File: config.mk
export PLATFORM = sky130hd
export DESIGN_NAME = clk_rst_sequencer
export DESIGN_NICKNAME = d
export VERILOG_FILES = /design/src/rtl/clk_rst_sequencer.sv
export SDC_FILE = /design/constraint.sdc
export NUM_CORES = 1
export LEC_CHECK = 0
export BUFFER_PORTS_ARGS = -buffer_cell sky130_fd_sc_hd__buf_2
export CAP_MARGIN = 20
export CORE_UTILIZATION = 52
export DETAILED_ROUTE_END_ITERATION = 8
export GPL_ROUTABILITY_DRIVEN = 0
export HOLD_SLACK_MARGIN = 0.08
export PLACE_DENSITY = 0.77
export SETUP_SLACK_MARGIN = 0.15
export SYNTH_ARGS = -nofsm -noshare
export SYNTH_HDL_FRONTEND = slang
export SYNTH_SLANG_ARGS = --single-unit
File: constraint.sdc
create_clock -name clk -period 3.7 [get_ports clk]
set_input_delay 0.74 -clock clk [delete_from_list [all_inputs] [get_ports clk]]
set_output_delay 0.74 -clock clk [all_outputs]
set_load 0.05 [all_outputs]
File: src/rtl/clk_rst_sequencer.sv
// -----------------------------------------------------------------------------
// clk_rst_sequencer
//
// Purpose:
//   Turns one system clock into the core reset release, NUM_CH programmable
//   divided-clock channels (each giving a one-cycle tick and a 50% phase
//   square wave) and a run-length timeout. FPGA and simulation builds share
//   this sequencing.
//
//   State machine: HOLD (core held in reset) -> RUN -> DONE (sticky until reset).
//
// Ports:
//   clk           in   system clock, all logic on the rising edge
//   reset         in   synchronous active-high reset
//   div_cfg       in   per-channel divisors, channel i at [i*DIV_W +: DIV_W]
//   cfg_load      in   one-cycle strobe that latches div_cfg and restarts all
//                      channel counters (ignored in DONE)
//   ch_en         in   per-channel run enable
//   timeout_limit in   number of RUN cycles before DONE; 0 disables the timeout
//   core_reset    out  active-high reset to the core and peripherals
//   tick          out  per-channel one-cycle pulse, once per divisor period
//   phase         out  per-channel square wave, toggles on every tick
//   cycle_count   out  RUN cycles elapsed; saturates at all-ones
//   timeout       out  sticky flag, high in DONE
// -----------------------------------------------------------------------------
module clk_rst_sequencer #(
  parameter int unsigned NUM_CH      = 2,
  parameter int unsigned DIV_W       = 16,
  parameter int unsigned RST_HOLD    = 8,
  parameter int unsigned CNT_W       = 32,
  parameter int unsigned DEFAULT_DIV = 1
) (
  input  logic                    clk,
  input  logic                    reset,
  input  logic [NUM_CH*DIV_W-1:0] div_cfg,
  input  logic                    cfg_load,
  input  logic [NUM_CH-1:0]       ch_en,
  input  logic [CNT_W-1:0]        timeout_limit,
  output logic                    core_reset,
  output logic [NUM_CH-1:0]       tick,
  output logic [NUM_CH-1:0]       phase,
  output logic [CNT_W-1:0]        cycle_count,
  output logic                    timeout
);

  // The hold counter only has to reach RST_HOLD-1.
  localparam int unsigned HOLD_W = (RST_HOLD > 1) ? $clog2(RST_HOLD) : 1;
  localparam logic [HOLD_W-1:0] HOLD_LAST = HOLD_W'(RST_HOLD - 1);
  localparam logic [DIV_W-1:0]  DIV_RST   = DIV_W'(DEFAULT_DIV);

  typedef enum logic [1:0] {
    ST_HOLD = 2'd0,
    ST_RUN  = 2'd1,
    ST_DONE = 2'd2
  } state_t;

  state_t                          state_q, state_d;
  logic [HOLD_W-1:0]               hold_cnt_q, hold_cnt_d;
  logic [CNT_W-1:0]                cyc_q, cyc_d;
  logic [CNT_W-1:0]                cyc_inc_s;
  logic                            core_reset_q, core_reset_d;
  logic                            timeout_q, timeout_d;
  logic [NUM_CH-1:0][DIV_W-1:0]    div_q, div_d;
  logic [NUM_CH-1:0][DIV_W-1:0]    cnt_q, cnt_d;
  logic [NUM_CH-1:0]               tick_q, tick_d;
  logic [NUM_CH-1:0]               phase_q, phase_d;
  logic [NUM_CH-1:0]               active_s;
  logic [NUM_CH-1:0]               wrap_s;
  logic                            run_s;
  logic                            load_s;

  // Sequencer FSM: hold countdown, RUN cycle counting and timeout detection.
  always_comb begin
    state_d    = state_q;
    hold_cnt_d = hold_cnt_q;
    cyc_d      = cyc_q;
    // Saturating increment: the counter sticks at all-ones instead of wrapping.
    if (cyc_q == {CNT_W{1'b1}}) begin
      cyc_inc_s = cyc_q;
    end else begin
      cyc_inc_s = cyc_q + CNT_W'(1);
    end
    case (state_q)
      ST_HOLD: begin
        if (hold_cnt_q == HOLD_LAST) begin
          state_d    = ST_RUN;
          hold_cnt_d = {HOLD_W{1'b0}};
        end else begin
          hold_cnt_d = hold_cnt_q + HOLD_W'(1);
        end
      end
      ST_RUN: begin
        cyc_d = cyc_inc_s;
        // Compare against the post-increment value with >= so that lowering
        // the limit below the current count ends the run on the next cycle.
        if ((timeout_limit != {CNT_W{1'b0}}) && (cyc_inc_s >= timeout_limit)) begin
          state_d = ST_DONE;
        end else begin
          state_d = ST_RUN;
        end
      end
      ST_DONE: begin
        state_d = ST_DONE;
      end
      default: begin
        // Unreachable encoding: fall back to holding the core in reset.
        state_d    = ST_HOLD;
        hold_cnt_d = {HOLD_W{1'b0}};
      end
    endcase
    core_reset_d = (state_d == ST_HOLD);
    timeout_d    = (state_d == ST_DONE);
  end

  // Divider channels: divisor load, period counters, tick and phase generation.
  always_comb begin
    run_s  = (state_q == ST_RUN);
    load_s = cfg_load && (state_q != ST_DONE);
    div_d    = div_q;
    cnt_d    = cnt_q;
    tick_d   = {NUM_CH{1'b0}};
    phase_d  = phase_q;
    active_s = {NUM_CH{1'b0}};
    wrap_s   = {NUM_CH{1'b0}};
    for (int i = 0; i < NUM_CH; i++) begin
      if (load_s) begin
        div_d[i] = div_cfg[i*DIV_W +: DIV_W];
      end else begin
        div_d[i] = div_q[i];
      end
      // A zero divisor halts the channel, so D-1 is only meaningful when active.
      active_s[i] = run_s && ch_en[i] && (div_q[i] != {DIV_W{1'b0}});
      wrap_s[i]   = active_s[i] && (cnt_q[i] == (div_q[i] - DIV_W'(1)));
      // The load clears counters, but the wrap computed from the old divisor
      // still produces its tick and phase toggle at the same edge.
      if (load_s) begin
        cnt_d[i] = {DIV_W{1'b0}};
      end else if (wrap_s[i]) begin
        cnt_d[i] = {DIV_W{1'b0}};
      end else if (active_s[i]) begin
        cnt_d[i] = cnt_q[i] + DIV_W'(1);
      end else begin
        cnt_d[i] = cnt_q[i];
      end
      // Ticks are suppressed from the cycle DONE is entered onwards.
      tick_d[i]  = wrap_s[i] && (state_d != ST_DONE);
      phase_d[i] = phase_q[i] ^ wrap_s[i];
    end
  end

  // State and output registers with synchronous reset.
  always_ff @(posedge clk) begin
    if (reset) begin
      state_q      <= ST_HOLD;
      hold_cnt_q   <= {HOLD_W{1'b0}};
      cyc_q        <= {CNT_W{1'b0}};
      core_reset_q <= 1'b1;
      timeout_q    <= 1'b0;
      div_q        <= {NUM_CH{DIV_RST}};
      cnt_q        <= {(NUM_CH*DIV_W){1'b0}};
      tick_q       <= {NUM_CH{1'b0}};
      phase_q      <= {NUM_CH{1'b0}};
    end else begin
      state_q      <= state_d;
      hold_cnt_q   <= hold_cnt_d;
      cyc_q        <= cyc_d;
      core_reset_q <= core_reset_d;
      timeout_q    <= timeout_d;
      div_q        <= div_d;
      cnt_q        <= cnt_d;
      tick_q       <= tick_d;
      phase_q      <= phase_d;
    end
  end

  assign core_reset  = core_reset_q;
  assign tick        = tick_q;
  assign phase       = phase_q;
  assign cycle_count = cyc_q;
  assign timeout     = timeout_q;

endmodule

# ---- Word-level counts from Yosys, hierarchy flattened
# Cells that the tools add are included.
dict set report classes {
  n_addsub 6
  magnitude_cmp 1
  n_eq_ne 9
  mux 6
  bitwise_logic 2
  reduce_logical 18
}
# operator count
set op_table {}
lappend op_table {{adder 16 x 1 -> 16 bit (second input constant)} 2}
lappend op_table {{adder 32 x 1 -> 32 bit (second input constant)} 1}
lappend op_table {{equality test 16 bit} 2}
lappend op_table {{equality test 32 bit (second input constant)} 1}
lappend op_table {{greater-or-equal comparator 32 bit} 1}
lappend op_table {{two-way mux 32 bit} 1}
lappend op_table {{nonzero test 16 bit} 2}
lappend op_table {{nonzero test 32 bit} 1}
lappend op_table {{subtractor 16 x 1 -> 16 bit (second input constant)} 2}
lappend op_table {{logical AND 1 bit} 10}
lappend op_table {{case mux 2 bit (3 select lines)} 1}
lappend op_table {{case mux 3 bit (2 select lines)} 1}
lappend op_table {{OR reduction 3 bit} 2}
lappend op_table {{equality test 2 bit (second input constant)} 2}
lappend op_table {{logical NOT 2 bit} 2}
lappend op_table {{two-way mux 2 bit} 2}
lappend op_table {{!= test 2 bit (second input constant)} 2}
lappend op_table {{adder 3 x 1 -> 3 bit (second input constant)} 1}
lappend op_table {{equality test 3 bit (second input constant)} 1}
lappend op_table {{two-way mux 3 bit} 1}
lappend op_table {{equality test 2 x 1 -> 1 bit (second input constant)} 1}
lappend op_table {{OR reduction 2 bit} 1}
lappend op_table {{bitwise XOR 1 bit} 2}
dict set report totals {
  reg_bits 107
  inputBits 69
  out_inout_bits 38
  wordCells 53
}

# ---- Depth between registers and ports, before layout
dict set report depth {
  word_depth 8
  depth_mapped 16
  depth_no_buf 16
}

# ---- Worst setup path after synthesis
# OpenSTA, ideal clock, no wires.
dict set report synth_timing {
  kind {reg-to-reg}
  start {register cyc_q[3], in the netlist cycle_count[3]}
  end {register tick_q[0], in the netlist tick[0]}
  setup_ns 0.115
  arrival_time_ns 4.086
  required_time_ns 3.585
  path_slack_ns -0.500
  path_stages_with_launch 17
  path_buffers 2
  synth_period_minus_slack_ns 4.200
  path_cell_list {dfxtp_1 -> clkbuf_1 -> nand3_1 -> nor3_1 -> nand4_1 -> and3_1 -> clkbuf_1 -> nor2b_1 -> xor2_1 -> ha_1 -> a21oi_1 -> o21ai_0 -> a221oi_1 -> o22ai_1 -> a21oi_1 -> a21boi_0 -> a2111oi_0}
}
dict set report synth_via {
  elab_chain_len 8
  word_cells_on_any_way 9
  classes_between {1 x add/sub; 1 x order compare; 2 x eq/ne; 3 x mux; 2 x reduce/logical}
}
# element line
set synth_rtl {}
lappend synth_rtl {{from (decl)} 59} ;# logic [CNT_W-1:0] cyc_q, cyc_d;
lappend synth_rtl {{from (signal assigned)} 156} ;# cyc_q <= {CNT_W{1'b0}};
lappend synth_rtl {{from (signal assigned)} 166} ;# cyc_q <= cyc_d;
lappend synth_rtl {{adder 32 x 1 -> 32 bit / equality test 32 bit (equally long branches)} {81, 78}}
lappend synth_rtl {{two-way mux 32 bit (*)} 78} ;# if (cyc_q == {CNT_W{1'b1}}) begin
lappend synth_rtl {{named net cyc_inc_s[17]} 60} ;# logic [CNT_W-1:0] cyc_inc_s;
lappend synth_rtl {{greater-or-equal comparator 32 bit (*)} 96} ;# if ((timeout_limit != {CNT_W{1'b0}}) && (cyc_inc_s >= timeout_limit)) begin
lappend synth_rtl {{logical AND 1 bit (*)} 96}
lappend synth_rtl {{two-way mux 2 bit (*)} 96}
lappend synth_rtl {{case mux 2 bit (3 select lines) (*)} 83} ;# case (state_q)
lappend synth_rtl {{!= test 2 bit (*)} 146} ;# tick_d[i] = wrap_s[i] && (state_d != ST_DONE);
lappend synth_rtl {{logical AND 1 bit (*)} 146}
lappend synth_rtl {{to (signal assigned)} 161} ;# tick_q <= {NUM_CH{1'b0}};
lappend synth_rtl {{to (signal assigned)} 171} ;# tick_q <= tick_d;
lappend synth_rtl {{to (decl)} 65} ;# logic [NUM_CH-1:0] tick_q, tick_d;
# The timed path passes the listed nets; every way through them passes the cells marked *.
# A chain may end at the register's enable or synchronous reset.

# ---- Worst setup path after layout
dict set report layout_timing {
  start {register cyc_q[4], in the netlist cycle_count[4]}
  end {register tick_q[0], in the netlist tick[0]}
}
dict set report layout_via {
  elab_chain_len 8
  word_cells_on_any_way 9
  classes_between {1 x add/sub; 1 x order compare; 2 x eq/ne; 3 x mux; 2 x reduce/logical}
}
# element line
set layout_rtl {}
lappend layout_rtl {{adder 32 x 1 -> 32 bit / equality test 32 bit (equally long branches)} {81, 78}}
lappend layout_rtl {{two-way mux 32 bit (*)} 78}
lappend layout_rtl {{greater-or-equal comparator 32 bit (*)} 96}
lappend layout_rtl {{logical AND 1 bit (*)} 96}
lappend layout_rtl {{two-way mux 2 bit (*)} 96}
lappend layout_rtl {{case mux 2 bit (3 select lines) (*)} 83}
lappend layout_rtl {{!= test 2 bit (*)} 146}
lappend layout_rtl {{logical AND 1 bit (*)} 146}
# Mark *: on every way between the ends. The rest lies on a longest branch, timed or not.

==> flow_summary_export.csv <==
group,metric,value,unit
critical_path,rrSetupSlack,0.34,ns
synthesis,async_reset_ff_frac,0,
placed_design,place_hpwl,12880,µm
layout,fillerInstances,1145,
placed_design,dp_cells,1155,
cts,cts_root_buf,"clkbuf_16",
layout,layout_commonest_cell,"nand2_1",
layout,antenna_cells,0,
critical_path,r2r-start,"cycle_count[4]$_SDFFE_PP0N_",
drt,drt_iter0_markers,437,
cts,cts_buffers,9,
drt,wl_per_cell,14.57,µm
timing,hold_ws,0.4849,ns
grt,antenna_found_initial,0,
cts,cts_buffer_depth,2,
synthesis,synthesis.nets,1001,
cts,insertion_delay,0.35,ns
timing,fmax,0.2973,GHz
synthesis,synth.distinct_cells,63,
layout,nNetsFinal,1111,
synthesis,yosysSeqAreaShare,0.3094,
power_and_ir_drop,ir_drop,0.3451,mV
critical_path,crit_start,"cycle_count[4]$_SDFFE_PP0N_",
cts,cts.sinks,107,
placed_design,post-place-ws,0.09046,ns
power_and_ir_drop,total_leakage_power,3.446,nW
grt,grt_overflow,0,
drt,ant_nets,0,
flow_run,maxCapViolCount,0,
timing,hold_viol,0,
critical_path,worst-path-buf-inv,2,
drt,dr_total_vias,6507,
die,initial_core_util,0.5398,
timing,relSlewSlack,0.4580,
cts,cts_tree,"built",
drt,drc,0,
critical_path,slowest_delay,0.41,ns
synthesis,ys_warn_count,0,
hold_path,worstHoldStart,"div_q[31]$_SDFFE_PP0P_",
layout,finish.utilization,0.6368,
critical_path,crit_slowest_cell,"dfxtp_2",
placed_design,port_buffers,106,
run_status,status,"completed",
die,die_h,117.4,µm
synthesis,synth_flop_cell,"dfxtp_1",
critical_path,cp_top_family,"compound AO/OA/AOI/OAI gates",
critical_path,path_cells,"nand3_2 > nor3_4 > nand4_1 > buf_4 > buf_4 > xnor2_1 > ha_1 > nand2b_1 > a211o_1 > a21oi_2 > o21ai_1 > a21oi_2 > a21boi_2 > a2111oi_2",
layout,drive_gt1_frac,0.2114,
timing,setup_slack,0.3362,ns
die,std_cell_rows,41,
critical_path,critical_path_class,"reg -> reg",
timing,worst_slew_pin_slew,0.8016,ns
grt,grt_max_degree,48,
timing,tns,0,ns
die,die_x,117.4,µm
layout,layout_common_cells,"nand2_1 (116), buf_2 (106), nor2_1 (104), dfxtp_1 (77), xnor2_1 (72)",
grt,grt_first_pass_wirelength,28030,µm
timing,skew,0.007043,ns
hold_path,min_path_type,"reg -> reg",
critical_path,startpoint_type,"register",
critical_path,cp.required,3.95,ns
die,coreArea,0.01282,mm²
die,ioPinCount,107,
synthesis,synth-seq-cells,107,
timing,min_period,3.364,ns
critical_path,crit_path_end_kind,"register",
layout,finish.instance_area,0.008167,mm²
grt,grt_pass1_vias,5905,
power_and_ir_drop,p_per_area,333.1,mW/mm²
cts,h-tree-depth,3,
timing,drv_slew,0,
layout,final_cells,1175,
die,die-area,0.01378,mm²
timing,period_share,0.9091,
critical_path,crit_fanout,7,
synthesis,avgSynthCellArea,7.787,µm²
critical_path,arrival,3.62,ns
layout,syn_to_final_growth,17.96,%
cts,cts.hold.buffers_added,0,
synthesis,synth_edf_count,0,
cts,path_clk_slew,0.07,ns
timing,finalSetupViolCount,0,
drt,viasPerCell,5.538,
synthesis,syn_area,0.006923,mm²
synthesis,netlist_instances,889,
placed_design,post_dp_cell_area,0.007787,mm²
drt,drt-pass1-iter-count,5,
grt,gr-usage-all-layers,0.2503,
drt,drt_wl_total,17110,µm
timing,grt_setup_unrepaired,"false",
power_and_ir_drop,totalPowerFinal,2.720,mW
==> worst reg2reg max path: stages, from the launching register on <==
cell	delay, ns
dfxtp_2	0.41
nand3_2	0.17
nor3_4	0.33
nand4_1	0.23
buf_4	0.20
buf_4	0.15
xnor2_1	0.18
ha_1	0.25
nand2b_1	0.13
a211o_1	0.31
a21oi_2	0.16
o21ai_1	0.10
a21oi_2	0.21
a21boi_2	0.11
a2111oi_2	0.29
==> Yosys cell counts (3+ instances only) <==
| cell type | number | area (µm²) |
|---|---|---|
| nor4b_1 | 3 | 26.28 |
| or3_1 | 9 | 56.30 |
| nand3b_1 | 4 | 30.03 |
| inv_1 | 45 | 168.9 |
| nand2_1 | 118 | 442.9 |
| o21ai_0 | 22 | 110.1 |
| buf_1 | 3 | 11.26 |
| ha_1 | 43 | 538.0 |
| or2_2 | 3 | 18.77 |
| dfxtp_1 | 107 | 2142 |
| nand4_1 | 24 | 150.1 |
| a211o_1 | 5 | 43.79 |
| clkbuf_1 | 29 | 108.9 |
| xnor2_1 | 72 | 630.6 |
| a21oi_1 | 56 | 280.3 |
| nor3b_1 | 3 | 22.52 |
| or4_1 | 3 | 22.52 |
| and2_1 | 9 | 56.30 |
| nor4_1 | 16 | 100.1 |
| nand2b_1 | 7 | 43.79 |
| nor2b_1 | 7 | 43.79 |
| nand3_1 | 35 | 175.2 |
| and3_1 | 13 | 81.33 |
| a221oi_1 | 3 | 26.28 |
| nor3_1 | 24 | 120.1 |
| xor2_1 | 54 | 473.0 |
| nor2_1 | 105 | 394.1 |
| and4_1 | 12 | 105.1 |
| o21a_1 | 3 | 22.52 |
| a211oi_1 | 7 | 52.55 |
| o2111ai_1 | 3 | 26.28 |
| mux2i_1 | 3 | 30.03 |
==> state kept, by name (all words and copies together), names as in the netlist <==
signal and count:
core_reset 1, div_q 32, hold_cnt_q 3, cnt_q 32, phase 2, cycle_count 32, state_q 2, timeout 1
tick 2
==> cell type report <==
type                    instances  area (µm²)  share of cell area
well taps                     172       215.2             0.02635
inverters                      45       168.9             0.02068
flip-flops and latches        107        2207              0.2703
clock buffers                  12       256.5             0.03141
clock inverters                 3       22.52            0.002758
multi-input cells             701        4548              0.5569
repair buffers                135       748.2             0.09162
==> cells by family (layout without fill, tap and decap cells) <==
kind of cell | after synthesis | after routing | synth area share
flops | 107 | 107 | 0.3094
xor+xnor | 126 | 126 | 0.1594
mux | 5 | 5 | 0.007591
compound gates | 122 | 122 | 0.1104
buf+inv | 81 | 195 | 0.04825
simple gates | 405 | 405 | 0.2872
fa+ha+maj | 43 | 43 | 0.07772
==> per-layer routing <==
metal  track usage  vias to the layer above  wire length (µm)
met5             0                        -                 0
met4       0.07873                        0               368
met3       0.05642                       29              1001
met2        0.4109                      192              7926
met1        0.3242                     2994              7816
li1              -                     3292                 -
==> where the power goes <==
part / switching, mW / internal [mW]
registers: 0.0611 / 1.20
logic: 0.321 / 0.216
clock network: 0.431 / 0.494
total: 0.813 / 1.91
==> repair_timing <==
| item | in CTS | in global routing |
|---|---|---|
| pin swaps | 1 | 7 |
| endpoints found under the setup margin | 2 | 5 |
| gates resized for setup | 4 | 15 |
| buffers inserted | 0 | 5 |
==> path summary, 6_finish.rpt <==
| kind | endpoint | depth (start not counted) |
|---|---|---|
| max | tick[0]$_SDFF_PP0_ | 14 |
| min | div_q[31]$_SDFFE_PP0P_ | 2 |
| min reg2reg | div_q[31]$_SDFFE_PP0P_ | 2 |
| max reg2reg | tick[0]$_SDFF_PP0_ | 14 |
Power figures use the tool's default switching activity.
